## config.mk

```make
export PLATFORM = sky130hd
export DESIGN_NAME = load_store_unit
export DESIGN_NICKNAME = d
export VERILOG_FILES = /design/src/rtl/load_store_unit.sv
export SDC_FILE = /design/constraint.sdc
export NUM_CORES = 1
export LEC_CHECK = 0
export BUFFER_PORTS_ARGS = -buffer_cell sky130_fd_sc_hd__buf_2
export CAP_MARGIN = 20
export CORE_MARGIN = 5
export CORE_UTILIZATION = 49
export CTS_CLUSTER_DIAMETER = 100
export DETAILED_ROUTE_END_ITERATION = 7
export PLACE_DENSITY = 0.8
export SETUP_SLACK_MARGIN = 0.1
export SLEW_MARGIN = 20
export SYNTH_ARGS = -nofsm -noshare
export SYNTH_HDL_FRONTEND = slang
export SYNTH_SLANG_ARGS = --single-unit
```

## constraint.sdc

```tcl
create_clock -name clk -period 2.2 [get_ports clk]
set_clock_uncertainty 0.05 [all_clocks]
set_input_delay 0.22 -clock clk [delete_from_list [all_inputs] [get_ports clk]]
set_output_delay 0.22 -clock clk [all_outputs]
set_load 0.005 [all_outputs]
```

## src/rtl/load_store_unit.sv

```systemverilog
// Load/store unit: one outstanding byte/half/word request against a single-port data memory.
// Define LSU_RANGE_CHECK_EN to reject word indices >= MEM_DEPTH instead of wrapping them.
`timescale 1ns/1ps

module load_store_unit #(
  parameter int MEM_DEPTH = 1024
) (
  input  logic        clk,
  input  logic        rst_n,
  input  logic        req_valid,
  output logic        req_ready,
  input  logic        req_we,
  input  logic [2:0]  req_funct3,
  input  logic [31:0] req_addr,
  input  logic [31:0] req_wdata,
  output logic        resp_valid,
  output logic [31:0] resp_rdata,
  output logic        resp_err,
  output logic [31:0] mem_address,
  output logic [31:0] mem_write_data,
  output logic        mem_write,
  output logic        mem_read,
  input  logic [31:0] mem_read_data
);

  typedef enum logic [1:0] {IDLE, READ, WRITE, RESP} state_t;

  localparam logic [2:0] F3_B  = 3'b000;
  localparam logic [2:0] F3_H  = 3'b001;
  localparam logic [2:0] F3_W  = 3'b010;
  localparam logic [2:0] F3_BU = 3'b100;
  localparam logic [2:0] F3_HU = 3'b101;

  state_t      state_q, state_d;
  logic        cap_we;
  logic [2:0]  cap_funct3;
  logic [1:0]  cap_offset;
  logic [15:0] cap_wdata;
  logic        req_err;
  logic        range_err;
  logic [29:0] req_word;

`ifdef LSU_RANGE_CHECK_EN
  assign req_word  = req_addr[31:2];
  assign range_err = ({2'b00, req_addr[31:2]} >= 32'(MEM_DEPTH));
`else
  localparam logic [29:0] WORD_MASK = 30'(MEM_DEPTH - 1);
  assign req_word  = req_addr[31:2] & WORD_MASK;
  assign range_err = 1'b0;
`endif

  function automatic logic decode_err(input logic we, input logic [2:0] f3,
                                      input logic [1:0] off);
    logic err;
    case (f3)
      F3_B:    err = 1'b0;
      F3_H:    err = off[0];
      F3_W:    err = (off != 2'b00);
      F3_BU:   err = we;
      F3_HU:   err = we | off[0];
      default: err = 1'b1;
    endcase
    return err;
  endfunction

  function automatic logic [31:0] extract_load(input logic [31:0] w, input logic [1:0] off,
                                               input logic [2:0] f3);
    logic [7:0]  b;
    logic [15:0] h;
    logic [31:0] r;
    case (off)
      2'd0:    b = w[7:0];
      2'd1:    b = w[15:8];
      2'd2:    b = w[23:16];
      default: b = w[31:24];
    endcase
    h = off[1] ? w[31:16] : w[15:0];
    case (f3)
      F3_B:    r = {{24{b[7]}}, b};
      F3_H:    r = {{16{h[15]}}, h};
      F3_BU:   r = {24'h0, b};
      F3_HU:   r = {16'h0, h};
      default: r = w;
    endcase
    return r;
  endfunction

  // Replace only the addressed lane(s) of the word read back from memory.
  function automatic logic [31:0] merge_store(input logic [31:0] old, input logic [15:0] data,
                                              input logic [1:0] off, input logic half);
    logic [31:0] w;
    w = old;
    if (half) begin
      if (off[1]) w[31:16] = data;
      else        w[15:0]  = data;
    end else begin
      case (off)
        2'd0:    w[7:0]   = data[7:0];
        2'd1:    w[15:8]  = data[7:0];
        2'd2:    w[23:16] = data[7:0];
        default: w[31:24] = data[7:0];
      endcase
    end
    return w;
  endfunction

  assign req_err = decode_err(req_we, req_funct3, req_addr[1:0]) | range_err;

  // NOTE: sequential state uses non-blocking assignments so every register samples pre-edge values.
  always_ff @(posedge clk) begin
    if (!rst_n) state_q <= IDLE;
    else        state_q <= state_d;
  end

  // NOTE: every output of this block gets a default first, so no path can infer a latch.
  always_comb begin
    state_d    = state_q;
    req_ready  = 1'b0;
    mem_read   = 1'b0;
    mem_write  = 1'b0;
    resp_valid = 1'b0;
    case (state_q)
      IDLE: begin
        req_ready = rst_n;
        if (req_valid) begin
          if (req_err)                          state_d = RESP;
          else if (req_we && req_funct3 == F3_W) state_d = WRITE;
          else                                  state_d = READ;
        end
      end
      READ: begin
        mem_read = rst_n;
        state_d  = cap_we ? WRITE : RESP;
      end
      WRITE: begin
        // Gated by rst_n so an aborted store never reaches the memory.
        mem_write = rst_n;
        state_d   = RESP;
      end
      RESP: begin
        resp_valid = rst_n;
        state_d    = IDLE;
      end
      default: state_d = IDLE;
    endcase
  end

  // NOTE: capture and output registers are reset too, so the memory port reads as all-zero after reset.
  always_ff @(posedge clk) begin
    if (!rst_n) begin
      cap_we         <= 1'b0;
      cap_funct3     <= 3'b000;
      cap_offset     <= 2'b00;
      cap_wdata      <= 16'h0;
      mem_address    <= 32'h0;
      mem_write_data <= 32'h0;
      resp_err       <= 1'b0;
      resp_rdata     <= 32'h0;
    end else begin
      case (state_q)
        IDLE: begin
          if (req_valid) begin
            cap_we      <= req_we;
            cap_funct3  <= req_funct3;
            cap_offset  <= req_addr[1:0];
            cap_wdata   <= req_wdata[15:0];
            mem_address <= {2'b00, req_word};
            if (req_err) begin
              resp_err   <= 1'b1;
              resp_rdata <= 32'h0;
            end else if (req_we && req_funct3 == F3_W) begin
              mem_write_data <= req_wdata;
            end
          end
        end
        READ: begin
          if (cap_we) begin
            mem_write_data <= merge_store(mem_read_data, cap_wdata, cap_offset, cap_funct3[0]);
          end else begin
            resp_rdata <= extract_load(mem_read_data, cap_offset, cap_funct3);
            resp_err   <= 1'b0;
          end
        end
        WRITE: begin
          resp_rdata <= 32'h0;
          resp_err   <= 1'b0;
        end
        default: ;
      endcase
    end
  end

endmodule

```

==> results.py, run 1 <==
metrics = {
    "status": {
        "status": "finished, final reports clean",
    },
    "synthesis": {
        "synth_top_area_share_pct": 38.2,
        "synth-seq-area-share_pct": 38.2,
        "synth_ff_type": "dfxtp_1",
        "synth_edf_count": 0,
        "ys_ff_latch": 99,
        "synth_cell_type_count": 50,
        "synth_most_common_cell": "nand2_1",
        "avgSynthCellArea_sq_um": 8.00,
        "synth-warning-count": 0,
        "synthTopCellsByArea": "dfxtp_1 (38%), a22o_1 (9.1%), nand2_1 (8.3%)",
        "synth_area_leader_cell": "dfxtp_1",
        "synthTopCellsByCount": "nand2_1 (114), dfxtp_1 (99), a21oi_1 (59)",
        "syn_inst": 648,
        "synth_area_sq_um": 5190,
        "synth_async_sr_flop_share_pct": 0,
    },
    "critical_path": {
        "ff2ff_path_depth": 7,
        "r2r-end": "resp_rdata[8]$_SDFFE_PN0P_",
        "startpoint_type": "flip-flop",
        "r2r-start": "state_q[0]$_SDFFE_PN0N_",
        "endpoint_kind": "flip-flop",
        "worstPathRequired_ns": 2.42,
        "cp_max_fo": 13,
        "critPathArrivalTime_ns": 2.27,
        "rrSetupSlack_ns": 0.14,
        "setup.worst_path.class": "flip-flop to flip-flop",
    },
    "hold_path": {
        "hold_end": "mem_address[6]$_SDFFE_PN0P_",
        "hold_depth": 3,
        "hold_class": "primary input to flip-flop",
        "hp-start": "req_addr[8]",
    },
    "cts": {
        "clkLatencyLatePin_ns": 0.37,
        "numCtsBuffers": 9,
        "clkSinkCount": 99,
        "cts.path.max_buffers": 2,
        "clk_pin_slew_ns": 0.10,
        "ctsRootBufferMaster": "clkbuf_8",
        "cts_tree": "built",
        "htree_num_levels": 3,
        "postCtsSetupRepairBufs": 0,
    },
    "power_and_ir_drop": {
        "power_frac_seq_pct": 37.7,
        "p_total_w": 0.00637,
        "leakagePower_nw": 2.76,
        "p_sw_w": 0.00263,
        "vdd_drop_max_mv": 0.586,
        "p_clk_share_pct": 17.4,
        "p_per_area_nw_per_um2": 1020,
        "share_comb_of_total_power_pct": 44.9,
        "p_int_w": 0.00374,
        "switching_share_pct": 41.3,
    },
    "sta": {
        "relSlewSlack_pct": 54.2,
        "rsz0062_at_grt": "yes",
        "period_share_pct": 93.4,
        "setup_violations": 0,
        "finalHoldViolCount": 0,
        "finalSetupTns_ns": 0,
        "tightestPinTransition_ns": 0.687,
        "final_max_slew_viol_count": 0,
        "post-route-min-period_ns": 2.06,
        "worst_slack_ns": 0.145,
        "clock.fmax_mhz": 487,
    },
    "die": {
        "floorplan.initialDensity_pct": 50.2,
        "dieArea_sq_um": 12700,
        "die_h_um": 113,
        "core_sq_um": 10300,
        "pin_count": 204,
        "rows": 37,
        "chipWidth_um": 113,
    },
    "global_route": {
        "grt-ovfl-total": 0,
        "grt_pass1_wl_um": 26300,
        "grt_pass1_vias": 5105,
        "antenna_found_initial": 0,
        "grt_max_degree": 66,
        "grtUsageTotal_pct": 25.3,
    },
    "final_layout": {
        "fin_util_pct": 60.3,
        "drive_gt1_share_pct": 28.0,
        "diodes": 0,
        "area_growth_pct": 20.0,
        "layout.nets": 895,
    },
    "routing": {
        "ant_nets": 0,
        "avgRoutedWirePerCell_um": 18.3,
        "route.detailed.drc": 0,
        "drtPass1Iterations": 6,
        "totalWireLength_um": 17000,
        "drtIter0Drc": 703,
        "routed-via-count": 5459,
        "viasPerCell": 5.88,
    },
    "place": {
        "gp_congestion": 0.945,
        "hpwlAfterDp_um": 12700,
        "port_buffers": 161,
        "dp_worst_setup_slack_ns": 0.0300,
    },
    "flow_run": {
        "maxCapViolCount": 0,
    },
}
[routing by layer]
metal / track usage (%) / vias to the layer above / part of all wire [%]
met5: 0 / - / 0
met4: 10.2 / 0 / 3.5
met3: 6.47 / 59 / 10
met2: 40.3 / 319 / 46
met1: 32.7 / 2535 / 40
li1: - / 2546 / -
[registers in the layout, indices dropped and copies added, names as in the netlist]
signal / count
state_q: 2
mem_address: 10
cap_we: 1
resp_rdata: 32
resp_err: 1
cap_offset: 2
mem_write_data: 32
cap_funct3: 3
cap_wdata: 16
[area by class of cell]
| class | count | area [sq um] |
|---|---|---|
| Timing Repair Buffer | 184 | 1000 |
| Tap cell | 136 | 170 |
| Multi-Input combinational cell | 470 | 2800 |
| Inverter | 24 | 90.1 |
| Fill cell | 943 | 4100 |
| Sequential cell | 99 | 1980 |
| Clock buffer | 11 | 141 |
| Clock inverter | 5 | 37.5 |
[power groups by stage]
stage | clock, W | sequential, W | combinational, W
floorplan | 0 | 0.00239 | 0.00186
global placement | 0 | 0.00241 | 0.00269
detailed placement | 0 | 0.00243 | 0.00275
CTS | 0.00111 | 0.00239 | 0.00281
global route | 0.00119 | 0.00244 | 0.00312
finish | 0.00111 | 0.00240 | 0.00286
[cells by family (layout without fill, tap and decap cells)]
| family | count (synthesis) | count (layout) | synth area share, % |
|---|---|---|---|
| simple gates | 210 | 210 | 18.8 |
| other cells | 1 | 22 | 0.0723 |
| flops | 99 | 99 | 38.2 |
| mux | 4 | 4 | 1.01 |
| fa+ha+maj | 4 | 4 | 0.965 |
| compound gates | 229 | 230 | 30.9 |
| buf+inv | 101 | 224 | 9.96 |
[cell usage in the layout, fill, tap and decap left out, types with 3 or more instances in the layout]
cell      synthesis  routed
buf_2            20     161
nand2_1         114     114
dfxtp_1          99      99
a21oi_1          59      59
a22o_1           54      54
o21ai_0          39      39
nor2_1           30      29
inv_1            22      22
conb_1            1      22
buf_4            22      21
nand3_1          18      17
o22ai_1          16      16
a31oi_1          16      16
nand2b_1         13      13
clkbuf_8          0      10
or3b_1            8       8
o221ai_1          7       7
a22oi_1           6       6
and2_1            5       5
a32o_1            5       5
or3_1             5       5
and3b_1           5       5
a211o_1           5       5
o32ai_1           5       5
nor2b_1           5       4
a32oi_1           3       3
[how the worst max path moves through the flow]
| stage | end | slack [ns] | from | cells after the start |
|---|---|---|---|---|
| 6_report | resp_rdata[8]$_SDFFE_PN0P_ | 0.14 | state_q[0]$_SDFFE_PN0N_ | 7 |
| 5_1_grt | resp_rdata[9]$_SDFFE_PN0P_ | 0.09 | state_q[0]$_SDFFE_PN0N_ | 7 |
| 4_1_cts | resp_rdata[5]$_SDFFE_PN0P_ | 0.11 | state_q[0]$_SDFFE_PN0N_ | 7 |
| 3_5_place_dp | resp_rdata[15]$_SDFFE_PN0P_ | 0.03 | state_q[0]$_SDFFE_PN0N_ | 6 |
| 3_3_place_gp | resp_rdata[15]$_SDFFE_PN0P_ | 0.13 | state_q[1]$_SDFFE_PN0N_ | 6 |
| 2_1_floorplan | resp_rdata[16]$_SDFFE_PN0P_ | 0.42 | state_q[0]$_SDFFE_PN0N_ | 8 |
[worst max-delay path: stages (launching register included)]
cell	delay [ns]
dfxtp_1	0.36
inv_1	0.09
ha_2	0.24
nand2_2	0.08
buf_4	0.18
o31ai_4	0.37
a21oi_2	0.29
a22o_1	0.29
[repair_timing]
action | in CTS | in global routing
cloned | 1 | 0
hold buffers | 0 | 0
setup endpoints to repair | 28 | 33
pin swaps | 1 | 0
resized for setup | 2 | 3
[metrics by stage]
stage	std cells	hold slack, ns	cell area (sq um)
4_1_cts	929	0.0205	6210
3_3_place_gp	912	0.388	6010
2_1_floorplan	669	0.306	5270
6_report	929	0.0272	6220
5_1_grt	929	0.0143	6220
3_5_place_dp	912	0.392	6010
Note: power is estimated with default switching activity, not from simulation.
==> inputs of run 2 (changes only) <==
--- a/config.mk
+++ b/config.mk
@@ -5,7 +5,7 @@
 export SDC_FILE = /design/constraint.sdc
 export NUM_CORES = 1
 export LEC_CHECK = 0
-export BUFFER_PORTS_ARGS = -buffer_cell sky130_fd_sc_hd__buf_2
+export BUFFER_PORTS_ARGS = -buffer_cell sky130_fd_sc_hd__clkbuf_2
 export CAP_MARGIN = 20
 export CORE_MARGIN = 5
 export CORE_UTILIZATION = 49
@@ -13,6 +13,7 @@
 export DETAILED_ROUTE_END_ITERATION = 7
 export PLACE_DENSITY = 0.8
 export SETUP_SLACK_MARGIN = 0.1
+export SKIP_CTS_REPAIR_TIMING = 1
 export SLEW_MARGIN = 20
 export SYNTH_ARGS = -nofsm -noshare
 export SYNTH_HDL_FRONTEND = slang
==> run 2 against run 1 <==
Flip-flop and latch count unchanged; hold slack got worse by 0.018 ns; highest routed layer unchanged; count of clock-buffer cells in the layout decreased by 1; non-clock buffer count decreased by 2; routed wire length decreased by 0.63%.
==> results.py, run 2 (same netlist as run 1, synthesis figures left out) <==
metrics = {
    "routing": {
        "drtIter0Drc": 771,
        "avgRoutedWirePerCell_um": 18.3,
        "route.detailed.drc": 0,
        "viasPerCell": 5.86,
        "ant_nets": 0,
        "totalWireLength_um": 16900,
        "drtPass1Iterations": 6,
        "routed-via-count": 5428,
    },
    "final_layout": {
        "fin_util_pct": 60.9,
        "largestRegisters": "mem_write_data x32, resp_rdata x32, cap_wdata x16",
        "layout.nets": 893,
        "final_common_cell": "clkbuf_2",
        "area_growth_pct": 21.3,
        "diodes": 0,
        "layout_common_cells": "clkbuf_2 (161), nand2_1 (114), dfxtp_1 (98)",
        "drive_gt1_share_pct": 27.9,
        "fin_cells": 927,
        "fillers": 916,
    },
    "hold_path": {
        "hold_class": "primary input to flip-flop",
    },
    "die": {
        "pin_count": 204,
        "chipWidth_um": 113,
        "dieArea_sq_um": 12700,
        "core_sq_um": 10300,
        "die_h_um": 113,
        "rows": 37,
        "floorplan.initialDensity_pct": 50.2,
    },
    "place": {
        "placed_cells": 909,
        "port_buffers": 161,
        "gp_congestion": 0.941,
        "hpwlAfterDp_um": 12400,
        "dp_worst_setup_slack_ns": 0.0671,
    },
    "sta": {
        "relSlewSlack_pct": 55.0,
        "finalHoldViolCount": 0,
        "period_share_pct": 90.7,
        "final_max_slew_viol_count": 0,
        "rsz0062_at_grt": "yes",
        "setup_violations": 0,
        "post-route-min-period_ns": 1.99,
        "tightestPinTransition_ns": 0.671,
        "finalSetupTns_ns": 0,
        "clock.fmax_mhz": 501,
        "worst_slack_ns": 0.206,
    },
    "cts": {
        "clkSinkCount": 99,
        "clkLatencyLatePin_ns": 0.38,
        "numCtsBuffers": 9,
        "htree_num_levels": 3,
        "cts_tree": "built",
        "cts.path.max_buffers": 2,
        "clk_pin_slew_ns": 0.10,
        "ctsRootBufferMaster": "clkbuf_8",
    },
    "global_route": {
        "met3_usage_pct": 6.74,
        "grt_pass1_vias": 5128,
        "use_met1_pct": 32.7,
        "grt_max_degree": 66,
        "antenna_found_initial": 0,
        "grt_pass1_wl_um": 26400,
        "grt_use_met2_pct": 40.5,
        "grtUsageTotal_pct": 25.4,
        "top_usage_layer": "met2",
        "grt-ovfl-total": 0,
    },
    "critical_path": {
        "endpoint_kind": "flip-flop",
        "critPathArrivalTime_ns": 2.22,
        "worstPathRequired_ns": 2.43,
        "cp_max_fo": 6,
        "setup.worst_path.class": "flip-flop to flip-flop",
        "startpoint_type": "flip-flop",
    },
    "power_and_ir_drop": {
        "p_per_area_nw_per_um2": 1050,
        "leakagePower_nw": 2.73,
        "vdd_drop_max_mv": 0.914,
    },
    "status": {
        "status": "finished, final reports clean",
    },
    "flow_run": {
        "maxCapViolCount": 0,
    },
}
[run 2: cell types whose count changed in the layout (fill, tap and decap cells not counted), moves of 2 or more]
cell	change
buf_2	-161
buf_4	-6
buf_6	+2
bufinv_16	+2
clkbuf_2	+161
inv_6	+2
[run 2: per-stage QoR]
step | area (sq um) | hold WS, ns | power [W]
floorplan | 5270 | 0.306 | 0.00425
global placement | 6000 | 0.387 | 0.00510
detailed placement | 6000 | 0.393 | 0.00517
CTS | 6240 | -0.000837 | 0.00651
global route | 6290 | 0.00173 | 0.00703
finish | 6290 | 0.00891 | 0.00661
[run 2: power breakdown]
part / total, W / internal, W / switching [W]
Combinational: 0.00286 / 0.00114 / 0.00172
Clock: 0.00135 / 0.000684 / 0.000664
Sequential: 0.00240 / 0.00215 / 0.000252
Total: 0.00661 / 0.00397 / 0.00264
[run 2: worst paths after layout]
kind,cells after the start,slack [ns],start,endpoint
min,3,0.009,req_addr[7],mem_address[5]$_SDFFE_PN0P_
max,6,0.21,state_q[1]$_SDFFE_PN0N_,resp_rdata[5]$_SDFFE_PN0P_
min reg2reg,2,0.40,cap_wdata[15]$_SDFFE_PN0P_,cap_wdata[15]$_SDFFE_PN0P_
max reg2reg,6,0.21,state_q[1]$_SDFFE_PN0N_,resp_rdata[5]$_SDFFE_PN0P_
[run 2: layer usage]
layer	wire length (um)	vias to the layer above
met2	7650	340
met5	0	-
met4	744	0
met1	6720	2466
met3	1810	74
li1	-	2548
[run 2: final cells by class]
cell class | count | area, sq um | share of cell area (%)
inverters | 24 | 90.1 | 1.43
flip-flops and latches | 99 | 1980 | 31.5
clock inverters | 6 | 93.8 | 1.49
repair buffers | 182 | 1010 | 16.1
clock buffers | 10 | 138 | 2.19
well taps | 136 | 170 | 2.71
multi-input cells | 470 | 2800 | 44.6
[run 2: worst max-delay path, stage by stage, from the launching register on]
cell and delay [ns]:
dfxtp_1 0.35, inv_1 0.09, ha_1 0.26, nand2_2 0.11
o31ai_4 0.41, nand3_1 0.27, o32ai_1 0.35
==> inputs of run 3 (changes only) <==
--- a/config.mk
+++ b/config.mk
@@ -5,13 +5,15 @@
 export SDC_FILE = /design/constraint.sdc
 export NUM_CORES = 1
 export LEC_CHECK = 0
+export ABC_AREA = 1
 export BUFFER_PORTS_ARGS = -buffer_cell sky130_fd_sc_hd__clkbuf_2
 export CAP_MARGIN = 20
 export CORE_MARGIN = 5
-export CORE_UTILIZATION = 49
+export CORE_UTILIZATION = 52
 export CTS_CLUSTER_DIAMETER = 100
 export DETAILED_ROUTE_END_ITERATION = 7
-export PLACE_DENSITY = 0.8
+export PLACE_DENSITY = 0.82
+export RECOVER_POWER = 25
 export SETUP_SLACK_MARGIN = 0.1
 export SKIP_CTS_REPAIR_TIMING = 1
 export SLEW_MARGIN = 20
==> run 3 against run 2 <==
Final cell count up 35%; routed wire length grew 11%; die area rose by 12%; flip-flop and latch count unchanged; highest routed layer unchanged; fmax rose by 4.3%; clock power up 17%; global-route usage down 0.21 points; combinational power is 47% higher; core utilization rose by 0.067 points; synthesized cell count rose by 50%; sequential share of layout area decreased by 4.1 points; non-clock buffer count increased by 1.
==> results.py, run 3 <==
metrics = {
    "status": {
        "status": "finished, final reports clean",
    },
    "routing": {
        "avgRoutedWirePerCell_um": 14.9,
        "routed-via-count": 6625,
        "viasPerCell": 5.28,
        "drtPass1Iterations": 6,
        "ant_nets": 0,
        "drtIter0Drc": 688,
        "totalWireLength_um": 18700,
        "route.detailed.drc": 0,
    },
    "synthesis": {
        "synth_most_common_cell": "nand2_1",
        "synthTopCellsByCount": "nand2_1 (228), a21oi_1 (109), o21ai_0 (106)",
        "syn_inst": 975,
        "synth_top_area_share_pct": 31.8,
        "synth-warning-count": 0,
        "synth_area_sq_um": 6230,
        "synth-seq-area-share_pct": 31.8,
        "avgSynthCellArea_sq_um": 6.39,
        "synth_area_leader_cell": "dfxtp_1",
        "synth_edf_count": 0,
        "synthTopCellsByArea": "dfxtp_1 (32%), nand2_1 (14%), a21oi_1 (8.8%)",
        "synth_ff_type": "dfxtp_1",
        "synth_cell_type_count": 38,
        "ys_ff_latch": 99,
        "synth_async_sr_flop_share_pct": 0,
    },
    "cts": {
        "cts.path.max_buffers": 2,
        "numCtsBuffers": 9,
        "clkLatencyLatePin_ns": 0.35,
        "clk_pin_slew_ns": 0.08,
        "htree_num_levels": 3,
        "ctsRootBufferMaster": "clkbuf_16",
        "clkSinkCount": 99,
        "cts_tree": "built",
    },
    "global_route": {
        "grt_pass1_wl_um": 29200,
        "grtUsageTotal_pct": 25.2,
        "grt_max_degree": 68,
        "grt-ovfl-total": 0,
        "antenna_found_initial": 0,
        "grt_pass1_vias": 5934,
    },
    "power_and_ir_drop": {
        "leakagePower_nw": 3.49,
        "p_per_area_nw_per_um2": 1160,
        "vdd_drop_max_mv": 0.919,
    },
    "die": {
        "dieArea_sq_um": 14300,
        "core_sq_um": 11900,
        "chipWidth_um": 119,
        "rows": 40,
        "floorplan.initialDensity_pct": 52.5,
        "pin_count": 204,
        "die_h_um": 119,
    },
    "critical_path": {
        "cpPeakStageDelay_ns": 0.39,
        "setup.worst_path.class": "flip-flop to flip-flop",
        "slowest_stage": "dfxtp_1",
        "endpoint_kind": "flip-flop",
        "critPathArrivalTime_ns": 2.07,
        "startpoint_type": "flip-flop",
        "worstPathCellList": "inv_1, ha_2, inv_2, nor2_2, inv_2, o211ai_1, nor2_4, buf_4, nand2_1, nand2_1, nor2_1",
        "worstPathRequired_ns": 2.36,
        "cp_max_fo": 24,
    },
    "sta": {
        "tightestPinTransition_ns": 0.616,
        "period_share_pct": 86.9,
        "relSlewSlack_pct": 58.9,
        "setup_violations": 0,
        "finalHoldViolCount": 0,
        "clock.fmax_mhz": 523,
        "final_max_slew_viol_count": 0,
        "finalSetupTns_ns": 0,
        "rsz0062_at_grt": "no",
        "post-route-min-period_ns": 1.91,
    },
    "place": {
        "hpwlAfterDp_um": 13900,
        "port_buffers": 161,
        "place_area_sq_um": 6960,
        "gp_congestion": 0.950,
    },
    "final_layout": {
        "diodes": 0,
        "layout.nets": 1209,
        "largestRegisters": "mem_write_data x32, resp_rdata x32, cap_wdata x16",
        "area_growth_pct": 16.1,
        "design_area_sq_um": 7230,
        "drive_gt1_share_pct": 21.0,
        "layout_common_cells": "nand2_1 (228), clkbuf_2 (142), a21oi_1 (109)",
        "final_common_cell": "nand2_1",
        "fillers": 1152,
        "multi_input_area_sq_um": 3370,
        "regArea_sq_um": 1980,
    },
    "flow_run": {
        "maxCapViolCount": 0,
    },
    "hold_path": {
        "hold_class": "primary input to flip-flop",
    },
}
-- run 3: cell count changes after synthesis, sizes merged, moves of 54 or more --
cell   delta
a21oi    +61
a22o     -54
inv      +79
nand3    +78
o21ai    +94
nor2     +54
nand2   +117
-- run 3: final timing paths --
kind	start	end	slack [ns]	cells after the start
setup / recovery	state_q[0]$_SDFFE_PN0N_	mem_write_data[6]$_SDFFE_PN0P_	0.29	11
hold / removal	req_addr[4]	mem_address[2]$_SDFFE_PN0P_	0.07	3
setup reg to reg	state_q[0]$_SDFFE_PN0N_	mem_write_data[6]$_SDFFE_PN0P_	0.29	11
hold reg to reg	resp_rdata[26]$_SDFFE_PN0P_	resp_rdata[26]$_SDFFE_PN0P_	0.42	2
-- run 3: worst max-delay path: cells and delay by family, from the launching register on --
family	cells	cell delay, ns
buffers and inverters	4	0.49
flip-flops	1	0.39
AO/OA/AOI/OAI	1	0.11
AND/OR/NAND/NOR	5	0.46
adder cells (fa/ha/maj)	1	0.24
-- run 3: area by class of cell --
type | instances | share of cell area (%)
flip-flops and latches | 99 | 27.4
multi-input cells | 705 | 46.5
repair buffers | 183 | 14.0
clock inverters | 7 | 0.951
clock buffers | 9 | 3.11
well taps | 147 | 2.54
inverters | 104 | 5.47
-- run 3: stage by stage --
step	hold WS (ns)	power [W]	cells	setup WS, ns	utilization, %
floorplan	0.337	0.00564	996	0.511	-
global placement	0.401	0.00670	1238	0.251	58.6
detailed placement	0.408	0.00679	1238	0.203	58.6
CTS	0.0565	0.00841	1254	0.193	61.1
global route	0.0626	0.00905	1254	0.133	61.0
finish	0.0652	0.00837	1254	0.287	61.0
-- run 3: where the power goes --
part / switching, W / internal [W] / leakage [nW]
Clock: 0.000782 / 0.000803 / 0.146
Combinational: 0.00267 / 0.00154 / 2.53
Sequential: 0.000279 / 0.00230 / 0.813
Total: 0.00373 / 0.00464 / 3.49
-- run 3: cells by family (layout without fill, tap and decap cells) --
| logic type | count (synthesis) | count (layout) | synth area share (%) |
|---|---|---|---|
| other | 1 | 22 | 0.0602 |
| AOI/OAI and AO/OA | 261 | 261 | 22.2 |
| DFF | 99 | 99 | 31.8 |
| and+or+nand+nor | 418 | 418 | 29.6 |
| buffers and inverters | 192 | 303 | 15.5 |
| adders and majority gates | 4 | 4 | 0.803 |
-- run 3: metal layers --
layer | vias up | wire (um) | track usage [%]
met4 | 0 | 581 | 10.1
met3 | 40 | 1500 | 5.41
met5 | - | 0 | 0
met2 | 279 | 8910 | 41.5
li1 | 3369 | - | -
met1 | 2937 | 7730 | 32.2
